### src/rtl/weight_tile_sched.sv
// weight_tile_sched
//   Sequencer for the img2col weight address generator. Latches one layer
//   configuration, derives the tile geometry the generator consumes, and
//   drives gen_enable / tensor_done so every weight tile is walked once per
//   position pass. The walk freezes while the GEMM array stalls.
// Ports
//   clk, rstn            clock, asynchronous active-low reset
//   start, abort, stall  control: start (IDLE only), abort (any state), freeze
//   cfg_*                kernel size K, channels C, kernel count N, passes P
//   img2col_w_width      K*K*C
//   buffer_col_nums      last column-tile index, ceil(K*K*C/S2P)-1
//   buffer_row_nums      row-tile count, ceil(N/S2P)
//   img2col_w_width_rem  (K*K*C mod S2P)-1, wraps to S2P-1 on exact multiples
//   kernel_nums_rem      (N mod S2P)-1, wraps to S2P-1 on exact multiples
//   gen_enable           advance the generator one beat
//   tensor_done          high for the whole last pass of a row tile
//   busy, done, cfg_err  status
module weight_tile_sched #(
  parameter int unsigned S2P    = 8,
  parameter int unsigned S2P_W  = 3,
  parameter int unsigned KS_W   = 4,
  parameter int unsigned CH_W   = 8,
  parameter int unsigned KN_W   = 8,
  parameter int unsigned PASS_W = 8
) (
  input  logic                   clk,
  input  logic                   rstn,
  input  logic                   start,
  input  logic                   abort,
  input  logic                   stall,
  input  logic [KS_W-1:0]        cfg_kernel_size,
  input  logic [CH_W-1:0]        cfg_channels,
  input  logic [KN_W-1:0]        cfg_kernel_nums,
  input  logic [PASS_W-1:0]      cfg_passes,
  output logic [2*KS_W+CH_W-1:0] img2col_w_width,
  output logic [2*KS_W+CH_W-1:0] buffer_col_nums,
  output logic [KN_W-1:0]        buffer_row_nums,
  output logic [S2P_W-1:0]       img2col_w_width_rem,
  output logic [S2P_W-1:0]       kernel_nums_rem,
  output logic                   gen_enable,
  output logic                   tensor_done,
  output logic                   busy,
  output logic                   done,
  output logic                   cfg_err
);
  localparam int unsigned WW = 2*KS_W + CH_W;
  localparam int unsigned BW = 2*S2P_W;
  localparam logic [BW-1:0] BEAT_LAST = BW'(S2P*S2P - 1);

  typedef enum logic [2:0] {S_IDLE, S_CALC, S_GEOM, S_RUN, S_FIN} state_t;
  state_t state_q, state_d;

  logic [KS_W-1:0]   k_q, k_d;
  logic [CH_W-1:0]   c_q, c_d;
  logic [KN_W-1:0]   n_q, n_d;
  logic [PASS_W-1:0] p_q, p_d;
  logic [WW-1:0]     w_width_q, w_width_d;
  logic [WW-1:0]     col_nums_q, col_nums_d;
  logic [KN_W-1:0]   row_nums_q, row_nums_d;
  logic [S2P_W-1:0]  w_rem_q, w_rem_d;
  logic [S2P_W-1:0]  kn_rem_q, kn_rem_d;
  logic [BW-1:0]     beat_q, beat_d;
  logic [WW-1:0]     col_q, col_d;
  logic [PASS_W-1:0] pass_q, pass_d;
  logic [KN_W-1:0]   row_q, row_d;
  logic              tensor_done_q, tensor_done_d;
  logic              cfg_err_q, cfg_err_d;

  logic cfg_zero, beat_wrap, col_wrap, pass_wrap, row_wrap, last_beat;
  logic [S2P_W-1:0] w_low, n_low;

  assign cfg_zero  = (k_q == '0) || (c_q == '0) || (n_q == '0) || (p_q == '0);
  assign beat_wrap = (beat_q == BEAT_LAST);
  assign col_wrap  = (col_q == col_nums_q);
  assign pass_wrap = (pass_q == p_q - PASS_W'(1));
  assign row_wrap  = (row_q == row_nums_q - KN_W'(1));
  assign last_beat = beat_wrap && col_wrap && pass_wrap && row_wrap;
  assign w_low     = w_width_q[S2P_W-1:0];
  assign n_low     = n_q[S2P_W-1:0];

  // State register
  always_ff @(posedge clk or negedge rstn) begin
    if (!rstn) state_q <= S_IDLE;
    else       state_q <= state_d;
  end

  // Next-state logic; abort overrides everything
  always_comb begin
    state_d = state_q;
    if (abort) begin
      state_d = S_IDLE;
    end else begin
      unique case (state_q)
        S_IDLE: if (start) state_d = S_CALC;
        S_CALC: state_d = cfg_zero ? S_IDLE : S_GEOM;
        S_GEOM: state_d = S_RUN;
        S_RUN:  if (gen_enable && last_beat) state_d = S_FIN;
        S_FIN:  state_d = S_IDLE;
        default: state_d = S_IDLE;
      endcase
    end
  end

  // Outputs decoded from state
  always_comb begin
    busy       = (state_q != S_IDLE);
    gen_enable = (state_q == S_RUN) && !stall;
    done       = (state_q == S_FIN);
  end

  // Datapath: config latch, geometry, walk counters
  always_comb begin
    k_d           = k_q;
    c_d           = c_q;
    n_d           = n_q;
    p_d           = p_q;
    w_width_d     = w_width_q;
    col_nums_d    = col_nums_q;
    row_nums_d    = row_nums_q;
    w_rem_d       = w_rem_q;
    kn_rem_d      = kn_rem_q;
    beat_d        = beat_q;
    col_d         = col_q;
    pass_d        = pass_q;
    row_d         = row_q;
    tensor_done_d = tensor_done_q;
    cfg_err_d     = 1'b0;
    if (abort) begin
      beat_d        = '0;
      col_d         = '0;
      pass_d        = '0;
      row_d         = '0;
      tensor_done_d = 1'b0;
    end else begin
      unique case (state_q)
        S_IDLE: if (start) begin
          k_d = cfg_kernel_size;
          c_d = cfg_channels;
          n_d = cfg_kernel_nums;
          p_d = cfg_passes;
        end
        S_CALC: begin
          w_width_d = WW'(k_q) * WW'(k_q) * WW'(c_q);
          cfg_err_d = cfg_zero;
        end
        S_GEOM: begin
          col_nums_d    = (w_width_q >> S2P_W) + WW'(|w_low) - WW'(1);
          row_nums_d    = (n_q >> S2P_W) + KN_W'(|n_low);
          w_rem_d       = w_low - S2P_W'(1);
          kn_rem_d      = n_low - S2P_W'(1);
          beat_d        = '0;
          col_d         = '0;
          pass_d        = '0;
          row_d         = '0;
          // First pass may already be the last one when P==1
          tensor_done_d = (p_q == PASS_W'(1));
        end
        S_RUN: if (gen_enable) begin
          beat_d = beat_q + BW'(1);
          if (beat_wrap) begin
            if (col_wrap) begin
              col_d = '0;
              if (pass_wrap) begin
                pass_d        = '0;
                row_d         = row_q + KN_W'(1);
                tensor_done_d = (p_q == PASS_W'(1));
              end else begin
                pass_d        = pass_q + PASS_W'(1);
                tensor_done_d = (pass_q + PASS_W'(1) == p_q - PASS_W'(1));
              end
            end else begin
              col_d = col_q + WW'(1);
            end
          end
          if (last_beat) begin
            beat_d        = '0;
            col_d         = '0;
            pass_d        = '0;
            row_d         = '0;
            tensor_done_d = 1'b0;
          end
        end
        default: ;
      endcase
    end
  end

  always_ff @(posedge clk or negedge rstn) begin
    if (!rstn) begin
      k_q           <= '0;
      c_q           <= '0;
      n_q           <= '0;
      p_q           <= '0;
      w_width_q     <= '0;
      col_nums_q    <= '0;
      row_nums_q    <= '0;
      w_rem_q       <= '0;
      kn_rem_q      <= '0;
      beat_q        <= '0;
      col_q         <= '0;
      pass_q        <= '0;
      row_q         <= '0;
      tensor_done_q <= 1'b0;
      cfg_err_q     <= 1'b0;
    end else begin
      k_q           <= k_d;
      c_q           <= c_d;
      n_q           <= n_d;
      p_q           <= p_d;
      w_width_q     <= w_width_d;
      col_nums_q    <= col_nums_d;
      row_nums_q    <= row_nums_d;
      w_rem_q       <= w_rem_d;
      kn_rem_q      <= kn_rem_d;
      beat_q        <= beat_d;
      col_q         <= col_d;
      pass_q        <= pass_d;
      row_q         <= row_d;
      tensor_done_q <= tensor_done_d;
      cfg_err_q     <= cfg_err_d;
    end
  end

  assign img2col_w_width     = w_width_q;
  assign buffer_col_nums     = col_nums_q;
  assign buffer_row_nums     = row_nums_q;
  assign img2col_w_width_rem = w_rem_q;
  assign kernel_nums_rem     = kn_rem_q;
  assign tensor_done         = tensor_done_q;
  assign cfg_err             = cfg_err_q;

endmodule

### config.mk
export PLATFORM = sky130hd
export DESIGN_NAME = weight_tile_sched
export DESIGN_NICKNAME = d
export VERILOG_FILES = /design/src/rtl/weight_tile_sched.sv
export SDC_FILE = /design/constraint.sdc
export NUM_CORES = 1
export LEC_CHECK = 0
export ABC_AREA = 1
export BUFFER_PORTS_ARGS = -buffer_cell sky130_fd_sc_hd__buf_4
export CAP_MARGIN = 20
export CORE_MARGIN = 5
export CORE_UTILIZATION = 40
export CTS_CLUSTER_SIZE = 12
export DETAILED_ROUTE_END_ITERATION = 10
export PLACE_DENSITY_LB_ADDON = 0.3
export SLEW_MARGIN = 25
export SYNTH_ARGS = -nofsm -noshare
export SYNTH_HDL_FRONTEND = slang
export SYNTH_SLANG_ARGS = --single-unit
### constraint.sdc
create_clock -name clk -period 17 [get_ports clk]
set_input_delay 5.1 -clock clk [delete_from_list [all_inputs] [get_ports clk]]
set_output_delay 5.1 -clock clk [all_outputs]
set_load 0.01 [all_outputs]
==> results_dict.tcl, run 1 <==
set metrics [dict create \
    status "complete, no violations" \
    layout_commonest_cell "nand2_1" \
    fin_skew_ns 0.0112 \
    die_h_um 158 \
    place_ws_ns 6.38 \
    cts.path.max_buffers 2 \
    hpwl_um 16500 \
    grt.overflow.total 0 \
    diodes 0 \
    ys.flop_type "dfrtp_1" \
    cts_buffers 17 \
    period_minus_slack_ns 10.62 \
    final_cell_mix "nand2_1 (246), inv_1 (152), nor2_1 (136)" \
    grt_pass1_vias 7443 \
    critPathTopFamily "buffers and inverters" \
    wl_um 21500 \
    cp_common_cell "buf_4" \
    crit_type "input port to output port" \
    syn_avg_cell_area_um2 7.58 \
    start_util_pct 40.3 \
    syn2layout_area_growth_pct 16.6 \
    final_hold_viol_count 0 \
    viasPerCell 4.98 \
    die_x_um 158 \
    vias 7551 \
    rows 54 \
    synthSimpleGateAreaFrac_pct 28.3 \
    finalSetupViolations 0 \
    drcViolationCount 0 \
    setup_tns_ns 0 \
    synth_top_cell_area_share_pct 32.7 \
    fin_crit_sh_pct 62.5 \
    clk_pin_slew_ns 0.05 \
    drive_above_1_share_pct 14.8 \
    yosysTopAreaCell "dfrtp_1" \
    antenna_found_initial 0 \
    start_kind "input port" \
    end_kind "output port" \
    wire_per_inst_um 14.2 \
    ctsResizeCount 0 \
    yosysSeqAreaShare_pct 32.7 \
    critical_path_required_ns 11.90 \
    synth_top_family_by_area "simple AND/OR/NAND/NOR gates" \
    muxShareOfSynthArea_pct 0.904 \
    tightest_slew_ns 0.992 \
    cts-root-buf "clkbuf_16" \
    grt_pass1_wl_um 36500 \
    cts_hold_buf 0 \
    timing.slew.headroom_pct 33.0 \
    yosys_warnings 0 \
    drt_iter0_drc 398 \
    crit_buf_inv 2 \
    layout.nets 1342 \
    die_area_um2 24900 \
    cp_max_fo 5 \
    rsz0062_at_grt "no" \
    cp_cell_sequence "buf_4 > nor2_1 > buf_4" \
    maxCapViolations 0 \
    ant_nets 0 \
    cts_setup_buffers 0 \
    gp_congestion 0.893 \
    ioPinCount 84 \
    drt_pass1_iterations 5 \
    synth.distinct_cells 49 \
    max_freq_mhz 94.2 \
    io_buffers 81 \
    synth_compound_area_share_pct 9.84 \
    clk_latency_ns 0.42 \
    whs_ns 0.458 \
    clock-sinks 114 \
    synthAdderAreaFrac_pct 14.8 \
    fin_ws_ns 6.38 \
    synth-edff-count 0 \
    hold_path.class "flop to flop" \
    cp.arrival_ns 5.52 \
    grt_max_degree 78 \
    ys_async_sr_fraction_pct 100 \
    htreeDepth 4 \
    ys_ff_latch 114 \
    globalRouteTotalUtil_pct 18.2 \
    cp_slowest_stage_delay_ns 0.16 \
    synth.cell_area_um2 8720 \
    synth_xor_area_share_pct 4.52 \
    cts_tree "yes" \
    slew_viol_final 0 \
    netlist_instances 1150 \
    cpMaxStageDelayCell "buf_4" \
    synthTopCellsByArea "dfrtp_1 (33%), nand2_1 (11%), ha_1 (7.9%)" \
    post-route-util_pct 47.0 \
    core_um2 21600 \
]
[state kept, by name, summed over array words and instances (netlist names), 4 cells and up]
signal,cells
buffer_row_nums,6
pass_q,8
col_q,16
buffer_col_nums,15
k_q,4
n_q,8
beat_q,6
p_q,8
row_q,8
img2col_w_width,16
c_q,8
[cell families (layout without fill, tap and decap cells)]
family	Yosys count	after routing
mux	7	7
xor+xnor	45	45
simple gates	556	556
other cells	1	2
flops	114	114
buf+inv	193	279
compound gates	149	149
fa+ha+maj	85	85
[through the flow]
stage	instances	cell area (µm²)
finish	1517	10200
CTS	1517	10200
detailed placement	1485	9550
global placement	1485	9550
global route	1517	10200
floorplan	1151	8720
[synth_stat cells, types with 8 or more instances]
library cell / n
clkbuf_1: 18
nor3_1: 26
o21ai_0: 60
nand3_1: 77
inv_1: 152
ha_1: 55
o21ai_1: 10
nand4_1: 24
nand3_2: 8
nor2_1: 136
xnor2_1: 23
dfrtp_1: 114
nand2_1: 246
fa_1: 30
or2_2: 9
o21ai_2: 14
a21oi_1: 42
xor2_1: 22
[worst reg2reg max path: stages (launching register included)]
cell	delay [ns]
dfrtp_1	0.61
nand2_1	0.18
nor2_1	0.18
ha_1	0.25
nand2_1	0.06
o21ai_0	0.12
xnor2_1	0.69
nor2_1	0.14
fa_1	0.53
inv_1	0.05
fa_1	0.48
inv_1	0.06
fa_1	0.53
inv_1	0.05
fa_1	0.52
inv_1	0.04
ha_1	0.36
a21oi_1	0.21
o21ai_0	0.13
a21oi_1	0.19
o21ai_0	0.12
or2_2	0.28
nand3_1	0.09
o21ai_0	0.10
[metal layers]
layer / wire (µm) / vias up / GRT usage, %
met5: 0 / - / 0
met4: 317 / 0 / 5.00
met3: 979 / 26 / 3.77
met2: 10000 / 152 / 29.1
met1: 10200 / 3512 / 25.1
li1: - / 3861 / -
[final timing paths]
kind                        start             endpoint  slack [ns]  cells past startpoint
setup reg to reg           k_q[0]  img2col_w_width[13]       10.92                     23
max in group asynchronous    rstn               c_q[7]       11.27                      2
setup / recovery            stall           gen_enable        6.38                      3
min in group asynchronous    rstn  img2col_w_width[13]        4.67                      1
hold / removal             n_q[0]   kernel_nums_rem[0]        0.46                      1
hold reg to reg            n_q[0]   kernel_nums_rem[0]        0.46                      1
[area by class of cell]
cell class	instances	area, µm²
clock buffer	25	515
clock inverter	7	96.3
fill	2173	11500
inverter	161	606
multi-input combinational	844	5090
sequential	114	2850
tap	280	350
timing repair buffer	86	649
Power of run 1 is not shown: default switching activity piles up to over one toggle a cycle in this logic, so the estimate is an artifact.
==> run 2, diff against run 1 <==
Settings changed: ABC_AREA 1 to 0.
Clock period 17 ns to 9.6 ns, I/O delays scaled along.
==> run 2 against run 1 <==
Routed wire length fell by 9.9%; largest cell class unchanged; critical path depth is 1 higher; worst hold slack better by 0.036 ns; critical path type unchanged.
==> results_dict.tcl, run 2 <==
set metrics [dict create \
    status "complete, no violations" \
    final_cell_mix "dfrtp_1 (114), buf_4 (86), nand2_1 (79)" \
    crit_path_end "gen_enable" \
    max_freq_mhz 158 \
    vias 6298 \
    grt_max_degree 60 \
    layout.nets 1050 \
    slew_viol_final 0 \
    timing.slew.headroom_pct 39.1 \
    synth_xor_area_share_pct 7.85 \
    drt_pass1_iterations 5 \
    antenna_found_initial 0 \
    gp_congestion 0.802 \
    synthSimpleGateAreaFrac_pct 21.0 \
    cts-root-buf "clkbuf_16" \
    yosysTopAreaCell "dfrtp_1" \
    critPathTopFamily "simple AND/OR/NAND/NOR gates" \
    rr_worst_depth 21 \
    drive_above_1_share_pct 17.1 \
    ioPinCount 84 \
    synth_top_cell_area_share_pct 35.0 \
    htreeDepth 4 \
    cts_setup_buffers 0 \
    post-route-util_pct 47.9 \
    grt.overflow.total 0 \
    io_buffers 81 \
    grt_pass1_wl_um 32500 \
    core_um2 20200 \
    viasPerCell 5.18 \
    wl_um 19400 \
    cts_buffers 17 \
    critical_path_required_ns 6.72 \
    die_h_um 153 \
    fin_crit_sh_pct 65.9 \
    ff2ff_setup_slack_ns 3.57 \
    hold_path.class "flop to flop" \
    synth.cell_area_um2 8140 \
    crit_type "input port to output port" \
    netlist_instances 851 \
    ys_async_sr_fraction_pct 100 \
    clk_latency_ns 0.42 \
    dp.cells 1183 \
    setup_tns_ns 0 \
    ys_ff_latch 114 \
    end_kind "output port" \
    start_util_pct 40.4 \
    cp.arrival_ns 3.45 \
    finalSetupViolations 0 \
    muxShareOfSynthArea_pct 4.43 \
    synth-edff-count 0 \
    final_hold_viol_count 0 \
    syn_avg_cell_area_um2 9.57 \
    timing.rr.start "k_q[0]" \
    synth_common_cells "dfrtp_1 (114), nand2_1 (79), inv_1 (63), o21ai_0 (56), ha_1 (55)" \
    ctsResizeCount 0 \
    cts.path.max_buffers 2 \
    cts_tree "yes" \
    ant_nets 0 \
    drt_iter0_drc 303 \
    die_x_um 153 \
    cts_hold_buf 0 \
    start_kind "input port" \
    fin_cells 1215 \
    cp.depth 4 \
    grt_pass1_vias 6276 \
    wire_per_inst_um 16.0 \
    yosys_warnings 0 \
    whs_ns 0.494 \
    synth_top_family_by_area "simple AND/OR/NAND/NOR gates" \
    rr_endpoint "img2col_w_width[15]" \
    maxCapViolations 0 \
    clk_pin_slew_ns 0.05 \
    synth_most_common_cell "dfrtp_1" \
    diodes 0 \
    synthAdderAreaFrac_pct 15.8 \
    hpwl_um 14800 \
    vdd_drop_max_v 0.000258 \
    cp_slowest_stage_delay_ns 0.17 \
    drcViolationCount 0 \
    layout_commonest_cell "dfrtp_1" \
    period_minus_slack_ns 6.33 \
    power.density_nw_per_um2 333 \
    die_area_um2 23300 \
    crit_start "stall" \
    ys.flop_type "dfrtp_1" \
    tightest_slew_ns 0.913 \
    crit_buf_inv 2 \
    yosysSeqAreaShare_pct 35.0 \
    syn2layout_area_growth_pct 18.5 \
    cpMaxStageDelayCell "nand2b_1" \
    rsz0062_at_grt "no" \
    rows 52 \
    cp_cell_sequence "buf_4 > nand2b_1 > nor2_1 > buf_4" \
    p_leak_nw 4.55 \
    cp_max_fo 9 \
    cp_common_cell "buf_4" \
    synthTopCellsByArea "dfrtp_1 (35%), ha_1 (8.5%), fa_1 (7.4%)" \
    synth_compound_area_share_pct 11.4 \
    synth.distinct_cells 68 \
    globalRouteTotalUtil_pct 17.0 \
    fin_skew_ns 0.00776 \
    clock-sinks 114 \
]
==> run 2: cell count changes after synthesis, sizes merged, moves of 15 or more <==
| cell | change |
|---|---|
| nor2b | +21 |
| nor2 | -96 |
| a21oi | -28 |
| nand2 | -175 |
| mux2 | +25 |
| o21ai | -27 |
| xnor2 | +15 |
| inv | -96 |
| nand3 | -61 |
| and2 | +48 |
| nand4 | -17 |
==> run 2: layout make-up <==
| type | count | area [µm²] |
|---|---|---|
| clock buffer | 19 | 443 |
| clock inverter | 13 | 208 |
| fill | 1906 | 10500 |
| inverter | 63 | 236 |
| multi-input combinational | 650 | 4930 |
| sequential | 114 | 2850 |
| tap | 270 | 338 |
| timing repair buffer | 86 | 646 |
==> run 2: worst min-delay path: cells and delay by family (launching register included) <==
kind	cells	cell delay, ns
flops	1	0.35
compound gates	1	0.06
simple gates	1	0.05
==> run 2: worst min-delay path by stage <==
stage | cells after the start | slack (ns) | start | end
final | 2 | 0.49 | img2col_w_width_rem[2] | img2col_w_width_rem[2]
after global placement | 2 | 0.47 | kernel_nums_rem[0] | kernel_nums_rem[0]
after floorplan | 1 | 0.46 | n_q[0] | kernel_nums_rem[0]
after CTS | 2 | 0.50 | img2col_w_width_rem[2] | img2col_w_width_rem[2]
after detailed placement | 2 | 0.48 | kernel_nums_rem[0] | kernel_nums_rem[0]
after global routing | 2 | 0.52 | img2col_w_width_rem[2] | img2col_w_width_rem[2]
==> run 2: logic make-up after synthesis <==
logic type	after synthesis
mux	32
compound gates	140
fa+ha+maj	85
xor+xnor	73
simple gates	318
flops	114
other cells	1
buf+inv	88
==> run 2: metrics by stage <==
stage / area, µm² / total power [mW] / setup slack [ns]
6_report: 9650 / 3.21 / 3.27
5_1_grt: 9650 / 3.59 / 3.18
4_1_cts: 9650 / 3.27 / 3.26
3_5_place_dp: 9000 / 2.54 / 3.27
3_3_place_gp: 9000 / 2.51 / 3.26
2_1_floorplan: 8150 / 2.05 / 3.34
==> run 2: layer usage <==
layer	part of all wire (%)	wire [µm]	vias up	track usage (%)
li1	-	-	3105	-
met3	3.1	606	28	3.15
met4	2.2	427	0	5.73
met2	49	9500	102	27.9
met1	46	8870	3063	22.7
met5	0	0	-	0
==> run 2: power by group <==
group	switching [mW]	leakage [nW]	internal, mW
Combinational	0.918	2.76	0.823
Clock	0.238	0.317	0.468
Sequential	0.175	1.48	0.593
Total	1.33	4.55	1.88
Note: power is estimated with default switching activity, not from simulation.
